==> src/rtl/cond_logic.sv <==
// cond_logic: conditional-execution unit of the ARM-subset CPU controller.
// Holds the NZCV status flags and checks each instruction's condition field
// against them. PC, register, memory and flag writes happen only when the
// condition holds.
// Optional build macro CONDLOGIC_DEBUG_EN adds the Flags and CondEx trace
// outputs. Without it, only the base ports exist.
module cond_logic #(
  parameter logic [3:0] FLAG_RESET = 4'b0000
) (
  input  logic       CLK,
  input  logic       Reset,
  input  logic [3:0] Cond,
  input  logic [3:0] ALUFlags,
  input  logic [1:0] FlagW,
  input  logic       PCS,
  input  logic       RegW,
  input  logic       MemW,
  output logic       PCSrc,
  output logic       RegWrite,
  output logic       MemWrite
`ifdef CONDLOGIC_DEBUG_EN
  ,
  output logic [3:0] Flags,
  output logic       CondEx
`endif
);

  // Stored flags, kept as two halves that are written independently.
  logic [1:0] flags_nz;   // {N,Z}
  logic [1:0] flags_cv;   // {C,V}
  logic       n_flag, z_flag, c_flag, v_flag;
  logic       cond_ex;
  logic       write_nz, write_cv;

  assign n_flag = flags_nz[1];
  assign z_flag = flags_nz[0];
  assign c_flag = flags_cv[1];
  assign v_flag = flags_cv[0];

  // Decode all 16 condition codes against the stored flags (never ALUFlags).
  always_comb begin
    cond_ex = 1'b1;
    case (Cond)
      4'b0000: cond_ex = z_flag;                              // EQ
      4'b0001: cond_ex = ~z_flag;                             // NE
      4'b0010: cond_ex = c_flag;                              // CS
      4'b0011: cond_ex = ~c_flag;                             // CC
      4'b0100: cond_ex = n_flag;                              // MI
      4'b0101: cond_ex = ~n_flag;                             // PL
      4'b0110: cond_ex = v_flag;                              // VS
      4'b0111: cond_ex = ~v_flag;                             // VC
      4'b1000: cond_ex = c_flag & ~z_flag;                    // HI
      4'b1001: cond_ex = ~c_flag | z_flag;                    // LS
      4'b1010: cond_ex = (n_flag == v_flag);                  // GE
      4'b1011: cond_ex = (n_flag != v_flag);                  // LT
      4'b1100: cond_ex = ~z_flag & (n_flag == v_flag);        // GT
      4'b1101: cond_ex = z_flag | (n_flag != v_flag);         // LE
      4'b1110: cond_ex = 1'b1;                                // AL
      default: cond_ex = 1'b1;                                // 1111 acts as AL
    endcase
  end

  // A failed condition suppresses every side effect, including flag writes.
  // Reset does not force these outputs low.
  assign write_nz = FlagW[1] & cond_ex;
  assign write_cv = FlagW[0] & cond_ex;
  assign PCSrc    = PCS  & cond_ex;
  assign RegWrite = RegW & cond_ex;
  assign MemWrite = MemW & cond_ex;

  // Flag register. Reset wins over any write on the same edge. The write
  // enable comes from the old flags, so there is no same-cycle bypass.
  always_ff @(posedge CLK) begin
    if (Reset) begin
      flags_nz <= FLAG_RESET[3:2];
      flags_cv <= FLAG_RESET[1:0];
    end else begin
      if (write_nz) flags_nz <= ALUFlags[3:2];
      if (write_cv) flags_cv <= ALUFlags[1:0];
    end
  end

`ifdef CONDLOGIC_DEBUG_EN
  assign Flags  = {flags_nz, flags_cv};
  assign CondEx = cond_ex;
`endif

endmodule

==> config.mk <==
export PLATFORM = sky130hd
export DESIGN_NAME = cond_logic
export DESIGN_NICKNAME = d
export VERILOG_FILES = /design/src/rtl/cond_logic.sv
export SDC_FILE = /design/constraint.sdc
export NUM_CORES = 1
export LEC_CHECK = 0
export ABC_AREA = 1
export CAP_MARGIN = 20
export CORE_AREA = 2 2 39 41
export DETAILED_ROUTE_END_ITERATION = 6
export DIE_AREA = 0 0 41 43
export DONT_BUFFER_PORTS = 1
export PLACE_DENSITY_LB_ADDON = 0.3
export SLEW_MARGIN = 20
export SYNTH_ARGS = -nofsm -noshare
export SYNTH_HDL_FRONTEND = slang
export SYNTH_SLANG_ARGS = --single-unit
==> constraint.sdc <==
create_clock -name CLK -period 1.36 [get_ports CLK]
set_input_delay 0.068 -clock CLK [delete_from_list [all_inputs] [get_ports CLK]]
set_output_delay 0.068 -clock CLK [all_outputs]
set_load 0.02 [all_outputs]
==> impl_metrics.toml, run 1 <==
[detailed_routing]
drtPass1Iterations = 2
avgViaCountPerCell = 4.552
first_iter_violations = 3
drtAntennaViolNets = 0
routed_wirelength_microns = 1089
routedWlPerCell_microns = 9.388
vias = 528
drcViolationCount = 0

[timing]
slew_headroom = 0.8912
whs_ns = 0.02748
period_minus_slack_ns = 1.378
rsz0062_at_grt = "yes"
slew_viol_final = 0
finalSetupViolCount = 3
clock.fmax_mhz = 725.8
post-route-period-util = 1.013
fin_ws_ns = -0.01779
skew_ns = 0.001115
hold_viol = 0
max_slew.worst_pin.slew_ns = 0.1631

[synth]
yosysTopAreaCell = "nand2_1"
seq_area_frac_synth = 0.1624
syn_area_per_cell_sq_um = 5.358
synthesis.area_sq_um = 493.0
yosys_warnings = 0
syn_nets = 107
async_flop_share = 0
yosysTopAreaCellShare = 0.1827
yosys-top-cells-area = "nand2_1 (18%), dfxtp_1 (16%), inv_1 (14%)"
ys_types = 12
ys_seq_elements = 4
yosysMostFrequentCell = "nand2_1"
synthTopCellsByCount = "nand2_1 (24), inv_1 (19), nor2_1 (17)"
synth-edff-count = 0
synthCells = 92
ys.flop_type = "dfxtp_1"

[clock_network]
cts_buffers = 3
hold_buffers = 0
cts_sinks = 4
cts_tree = "done"
clk-insertion-delay-late_ns = 0.23
htreeDepth = 1
clockBufferDepth = 2
clk_pin_slew_ns = 0.04
root_buffer = "clkbuf_4"

[final_layout]
num-fill-cells = 169
syn2layout_area_growth_pct = 21.57
final_nets = 117
antenna_cells = 0
drive_gt1_frac = 0.3700

[global_route]
grt_antenna_before_repair = 0
grt_pass1_wl_microns = 1711
grt_overflow = 0
first_global_vias = 479
grt_max_degree = 8
grt.total_usage = 0.1451

[setup_path]
worstPathArrival_ns = 1.31
end_kind = "primary output"
critPathMaxFanout = 5
critPathKind = "reg -> out"
startpoint_type = "flop"
critPathRequiredTime_ns = 1.29

[hold_path]
hold_path_class = "in -> reg"

[outcome]
outcome = "complete, but fails checks"
violations = "negative setup slack"

[placement]
place.port_buffers = 0
place_ws_ns = 0.03576
gp_congestion = 0.6664
hpwl_microns = 907

[floorplan]
dieArea_sq_um = 1763
die_w_microns = 41
start_util = 0.3562
row_count = 14
coreArea_sq_um = 1384
io_pins = 18
die_y_microns = 43

[power]
leakage_nw = 0.3424
max-vdd-ir-drop_v = 0.0005432
power.density_nw_per_um2 = 825.5

[run]
cap_viol_max_count = 0
-- worst paths after layout --
check	startpoint	end	slack (ns)	cells after the start
setup reg to reg	flags_cv[0]	flags_nz[1]	0.08	10
hold reg to reg	flags_cv[1]	flags_cv[1]	0.51	2
hold / removal	Reset	flags_nz[1]	0.03	3
setup / recovery	flags_cv[0]	RegWrite	-0.02	8
-- critical path: stages, from the launching register on --
cell	delay, ns
dfxtp_4	0.36
inv_2	0.04
nand2_2	0.07
nand3_2	0.09
nand2_2	0.09
nand3_2	0.09
nor2_4	0.14
nor2_1	0.05
buf_4	0.15
-- cells by family after synthesis --
| logic type | after synthesis | synth area share |
|---|---|---|
| compound gates | 3 | 0.03045 |
| buf+inv | 21 | 0.1599 |
| flops | 4 | 0.1624 |
| simple gates | 64 | 0.6472 |
-- power by group --
part           internal, W  switching, W
logic            0.0000852      0.000118
clock network    0.0000983     0.0000420
registers         0.000134     0.0000175
total             0.000317      0.000178
-- metrics by stage --
stage            util  instances  total power (W)  instance area, sq um  TNS [ns]
2_1_floorplan       -         92        0.0002948                 493.0         0
3_3_place_gp   0.3870        111        0.0003318                 535.5         0
3_5_place_dp   0.3870        111        0.0003346                 535.5         0
4_1_cts        0.4295        116        0.0005046                 594.3  -0.09053
5_1_grt        0.4331        116        0.0005419                 599.3   -0.4290
6_report       0.4331        116        0.0004948                 599.3  -0.03940
-- layout make-up --
cell class / instances / area [sq um] / area share
clock buffers: 3 / 22.52 / 0.03758
well taps: 16 / 20.02 / 0.03340
inverters: 21 / 78.83 / 0.1315
flip-flops and latches: 4 / 90.09 / 0.1503
repair buffers: 5 / 37.54 / 0.06263
multi-input cells: 67 / 350.3 / 0.5846
-- layout by cell type, fill, tap and decap left out --
cell type / count
dfxtp_2: 2
inv_2: 4
nand3_2: 7
dfxtp_4: 2
clkinv_1: 1
nand3_1: 8
a21oi_2: 1
a21oi_1: 2
nand2_1: 20
nor2_2: 5
nand2_2: 7
nor2_1: 16
inv_1: 16
buf_4: 5
clkbuf_4: 3
nor2_4: 1
-- sequential cells by signal (all words and copies together) (netlist names) --
name,count
flags_cv,2
flags_nz,2
-- metal layers --
metal	vias up	global-route usage	wire (microns)
met5	-	0	0
met4	0	0.08000	9
met3	2	0.04188	51
met2	11	0.2438	578
met1	224	0.1497	450
li1	291	-	-
-- timing repair --
item / 4_1_cts / 5_1_grt
pin swaps: 4 / 1
resized for setup: 13 / 2
setup buffers: 2 / 0
endpoints found under the setup margin: 3 / 7
Note: power is estimated with default switching activity, not from simulation.
==> run 2: changes to the inputs <==
Settings changed: CORE_AREA 2 2 39 41 to not set, CORE_MARGIN set to 2, CORE_UTILIZATION set to 30, DIE_AREA 0 0 41 43 to not set.
==> run 2 against run 1 <==
The run still ends with negative setup slack left. Core utilization is 2.0 points lower. Clock skew up 0.0020 ns. Final cell count is 0.86% lower. Largest cell class unchanged.
==> impl_metrics.toml, run 2 (synthesis gave the netlist of run 1 again) <==
[clock_network]
clk-insertion-delay-late_ns = 0.23
hold_buffers = 0
clockBufferDepth = 2
clk_pin_slew_ns = 0.04
cts_buffers = 3
root_buffer = "clkbuf_4"
cts_sinks = 4
cts_tree = "done"
htreeDepth = 1

[setup_path]
end_kind = "primary output"
cp_slowest_stage_delay_ns = 0.37
crit_chain = "inv_4 > nand2_2 > nand3_2 > nand3_4 > nand3_4 > nor2_4 > nor2_1 > buf_4"
critPathRequiredTime_ns = 1.29
critPathKind = "reg -> out"
critPathMaxFanout = 4
path_common_cell = "nand3_4"
startpoint_type = "flop"
crit_path_top_delay_cell = "dfxtp_4"
worstPathArrival_ns = 1.34

[detailed_routing]
routed_wirelength_microns = 1227
avgViaCountPerCell = 4.713
first_iter_violations = 11
drtPass1Iterations = 2
routedWlPerCell_microns = 10.67
drtAntennaViolNets = 0
vias = 542
drcViolationCount = 0

[floorplan]
io_pins = 18
row_count = 14
start_util = 0.3235
die_w_microns = 44.54
coreArea_sq_um = 1524
dieArea_sq_um = 1983
die_y_microns = 44.54

[global_route]
grt_overflow = 0
grt_antenna_before_repair = 0
grt.total_usage = 0.1251
first_global_vias = 462
grt_pass1_wl_microns = 1780
grt_max_degree = 8

[final_layout]
drive_gt1_frac = 0.3939
stdcell_area_sq_um = 629.4
layout_commonest_cell = "nand2_1"
syn2layout_area_growth_pct = 27.67
antenna_cells = 0
reg_top3 = "flags_cv: 2 flops, flags_nz: 2 flops"
num-fill-cells = 167
final_nets = 116
final_cell_mix = "nand2_1 (18), inv_1 (16), nor2_1 (15), nand2_2 (8), nand3_1 (8)"

[power]
leakage_nw = 0.3427
power.density_nw_per_um2 = 833.3
max-vdd-ir-drop_v = 0.0005375

[placement]
place.port_buffers = 0
gp_congestion = 0.7863
hpwl_microns = 945.1
dpl_cell_area_sq_um = 535.5

[timing]
max_slew.worst_pin.slew_ns = 0.1978
slew_viol_final = 0
skew_ns = 0.003145
fin_ws_ns = -0.04809
period_minus_slack_ns = 1.408
slew_headroom = 0.8676
finalSetupViolCount = 3
hold_viol = 0
clock.fmax_mhz = 710.2
tns_ns = -0.1308
post-route-period-util = 1.035
rsz0062_at_grt = "yes"

[run]
cap_viol_max_count = 0

[outcome]
violations = "negative setup slack"
outcome = "complete, but fails checks"

[hold_path]
hold_path_class = "in -> reg"
run 2: changes by cell type in the layout (fill, tap and decap cells not counted), sizes merged:
cell	delta
buf	-1
run 2: where the power goes:
group          leakage (nW)  internal (W)  switching (W)
clock network        0.0138     0.0000987      0.0000486
logic                 0.294     0.0000906       0.000133
registers            0.0350      0.000133      0.0000199
run 2: worst paths after layout:
path / cells past startpoint / slack (ns) / end / from
hold reg to reg: 2 / 0.52 / flags_nz[0] / flags_nz[0]
setup reg to reg: 10 / 0.04 / flags_cv[1] / flags_cv[1]
hold / removal: 3 / 0.02 / flags_cv[1] / Reset
setup / recovery: 8 / -0.05 / RegWrite / flags_cv[1]
run 2: cell type report:
cell class                      count  area [sq um]  area share
Inverter                           21         81.33      0.1292
Tap cell                           16         20.02     0.03181
Timing Repair Buffer                4         30.03     0.04771
Sequential cell                     4         90.09      0.1431
Clock buffer                        3         22.52     0.03579
Multi-Input combinational cell     67         385.4      0.6123
run 2: per-stage QoR:
stage	hold slack, ns	power [W]	utilization	cells	worst slack, ns
after global routing	0.01286	0.0005678	0.4130	115	-0.1179
after global placement	0.2611	0.0003317	0.3514	111	0.05882
after CTS	0.01441	0.0005056	0.3826	115	-0.04408
final	0.01682	0.0005245	0.4130	115	-0.04809
after floorplan	0.2473	0.0002948	-	92	0.1552
after detailed placement	0.2709	0.0003348	0.3514	111	0.03290
run 2: layer usage:
metal  global-route usage  part of all wire  routed length [microns]  vias to the layer above
met2               0.1942              0.50                      609                       14
met3              0.04898             0.043                       53                        4
met5                    0                 0                        0                        -
li1                     -                 -                        -                      287
met4              0.08485             0.023                       28                        0
met1               0.1394              0.44                      535                      237
run 2: worst max-delay path, delay by kind of cell (launching register included):
| family | cells | cell delay (ns) |
|---|---|---|
| buffers and inverters | 2 | 0.19 |
| DFF | 1 | 0.37 |
| and+or+nand+nor | 6 | 0.55 |
run 2: what timing repair did:
action,4_1_cts,5_1_grt
pin swaps,5,5
setup endpoints to repair,3,7
buffers inserted,1,0
gates resized for setup,11,12
==> run 3: changes to the inputs <==
Settings changed: CORE_ASPECT_RATIO set to 1.1.
==> run 3 against run 2 <==
The flow still finishes with violations (negative setup slack). Count of clock-buffer cells in the layout unchanged. Non-clock buffer count increased by 2. Sequential power about the same. First-iteration DRC count decreased by 64%. Clock skew decreased by 0.0023 ns. Final cell count increased by 2.6%. Worst setup slack got worse by 0.024 ns. Register-to-register slack got worse by 0.03 ns. Hold slack got worse by 0.0026 ns. Critical path depth increased by 1. Clock power about the same. Largest cell class unchanged. Largest power group unchanged.
==> impl_metrics.toml, run 3 (synthesis gave the netlist of run 1 again) <==
[timing]
max_slew.worst_pin.slew_ns = 0.1602
slew_viol_final = 0
skew_ns = 0.0007994
fin_ws_ns = -0.07165
whs_ns = 0.01420
period_minus_slack_ns = 1.432
clock.fmax_mhz = 698.5
hold_viol = 0
slew_headroom = 0.8929
rsz0062_at_grt = "yes"
post-route-period-util = 1.053
finalSetupViolCount = 3

[final_layout]
regArea_sq_um = 92.59
final_nets = 118
drive_gt1_frac = 0.4059
syn2layout_area_growth_pct = 27.67
reg_top3 = "flags_cv: 2 flops, flags_nz: 2 flops"
antenna_cells = 0
multiInputGateArea_sq_um = 357.8
final_cell_mix = "nand2_1 (21), inv_1 (16), nor2_1 (12), nor2_2 (9), nand3_1 (8)"
layout_commonest_cell = "nand2_1"
stdcell_area_sq_um = 629.4
num-fill-cells = 186

[global_route]
grt_antenna_before_repair = 0
first_global_vias = 459
grt.total_usage = 0.1279
grt_max_degree = 8
grt_overflow = 0
grt_pass1_wl_microns = 1800

[power]
leakage_nw = 0.3495
pwr-share-seq = 0.287
power.density_nw_per_um2 = 831.0
clkPwrFrac = 0.278
switching_share = 0.3673
p_comb_frac = 0.435
p_int_w = 0.0003309
max-vdd-ir-drop_v = 0.0004934
p_switching_w = 0.0001921

[floorplan]
die_y_microns = 46.52
start_util = 0.3165
dieArea_sq_um = 1984
io_pins = 18
row_count = 15
die_w_microns = 42.65
coreArea_sq_um = 1558

[outcome]
violations = "negative setup slack"
outcome = "complete, but fails checks"

[setup_path]
timing.critical_path.buf_inv = 2
critPathMaxFanout = 5
worstPathArrival_ns = 1.36
reg2reg_setup_slack_ns = 0.01
crit-reg2reg-launch = "flags_nz[0]"
path_delay_family = "simple AND/OR/NAND/NOR gates"
end_kind = "primary output"
reg2regPathDepth = 11
crit_path_top_delay_cell = "dfxtp_4"
cp_slowest_stage_delay_ns = 0.35
crit_chain = "inv_1 > nand2_2 > nand2_1 > nand2_1 > nand3_2 > nand3_2 > nor2_4 > nor2_2 > buf_6"
critPathRequiredTime_ns = 1.29
startpoint_type = "flop"
r2r-end = "flags_nz[1]"
startpoint = "flags_nz[0]"
critPathKind = "reg -> out"

[clock_network]
cts_buffers = 3
clockBufferDepth = 2
clk-insertion-delay-late_ns = 0.23
root_buffer = "clkbuf_4"
clk_pin_slew_ns = 0.04
cts_tree = "done"
hold_buffers = 0
cts_sinks = 4
htreeDepth = 1

[placement]
gp_congestion = 0.7637
place_ws_ns = 0.03257
place.port_buffers = 0
hpwl_microns = 913.2
dpl_cell_area_sq_um = 536.8

[detailed_routing]
routedWlPerCell_microns = 9.593
routed_wirelength_microns = 1132
first_iter_violations = 4
vias = 529
drtPass1Iterations = 3
avgViaCountPerCell = 4.483
drcViolationCount = 0
drtAntennaViolNets = 0

[hold_path]
hold_path_depth = 3
min_to = "flags_cv[1]"
hold_path_class = "in -> reg"
hp-start = "FlagW[0]"

[run]
cap_viol_max_count = 0
## run 3: worst max path at each step
stage | to | slack, ns | cells past startpoint
finish | PCSrc | -0.07 | 9
CTS | PCSrc | -0.06 | 8
floorplan | flags_cv[0] | 0.16 | 9
global placement | flags_nz[1] | 0.05 | 9
detailed placement | flags_nz[1] | 0.03 | 9
global route | PCSrc | -0.16 | 9
## run 3: worst register-to-register path, cell delays in order (launching register included)
cell     delay [ns]
dfxtp_4        0.35
inv_1          0.06
nand2_2        0.05
nand2_1        0.06
nand2_1        0.06
nand3_2        0.09
nand3_2        0.09
nor2_4         0.18
buf_4          0.14
nor2_2         0.03
nor2_1         0.08
nor2_1         0.05
## run 3: per-stage QoR
step	TNS, ns	total power [W]	util	cells
after floorplan	0	0.0002948	-	92
after global placement	0	0.0003317	0.3446	112
after detailed placement	0	0.0003349	0.3446	112
after CTS	-0.1679	0.0005095	0.3807	117
after global routing	-0.8620	0.0005649	0.4040	118
final	-0.1942	0.0005230	0.4040	118
## run 3: power by group through the flow
stage	combinational (W)	clock [W]	sequential, W
3_5_place_dp	0.000188	0	0.000147
3_3_place_gp	0.000185	0	0.000147
2_1_floorplan	0.000152	0	0.000143
5_1_grt	0.000255	0.000156	0.000154
4_1_cts	0.000209	0.000151	0.000150
6_report	0.000228	0.000145	0.000150
## run 3: cell type report
class,instances,area share
timing repair buffer,6,0.08946
sequential,4,0.1471
tap,17,0.03380
multi-input combinational,67,0.5686
clock buffer,3,0.03579
inverter,21,0.1252
## run 3: what timing repair did
item                                   CTS  global route
endpoints found under the hold margin    0             0
pin swaps                                4             3
gates cloned                             0             0
gates resized for setup                 12            10
setup endpoints to repair                3             7
buffers inserted                         2             1
## run 3: per-layer routing
metal | track usage | share of wire | vias to the layer above
met5 | 0 | 0 | -
li1 | - | - | 292
met1 | 0.1412 | 0.43 | 219
met4 | 0.09375 | 0.027 | 0
met3 | 0.02745 | 0.041 | 4
met2 | 0.2182 | 0.50 | 14
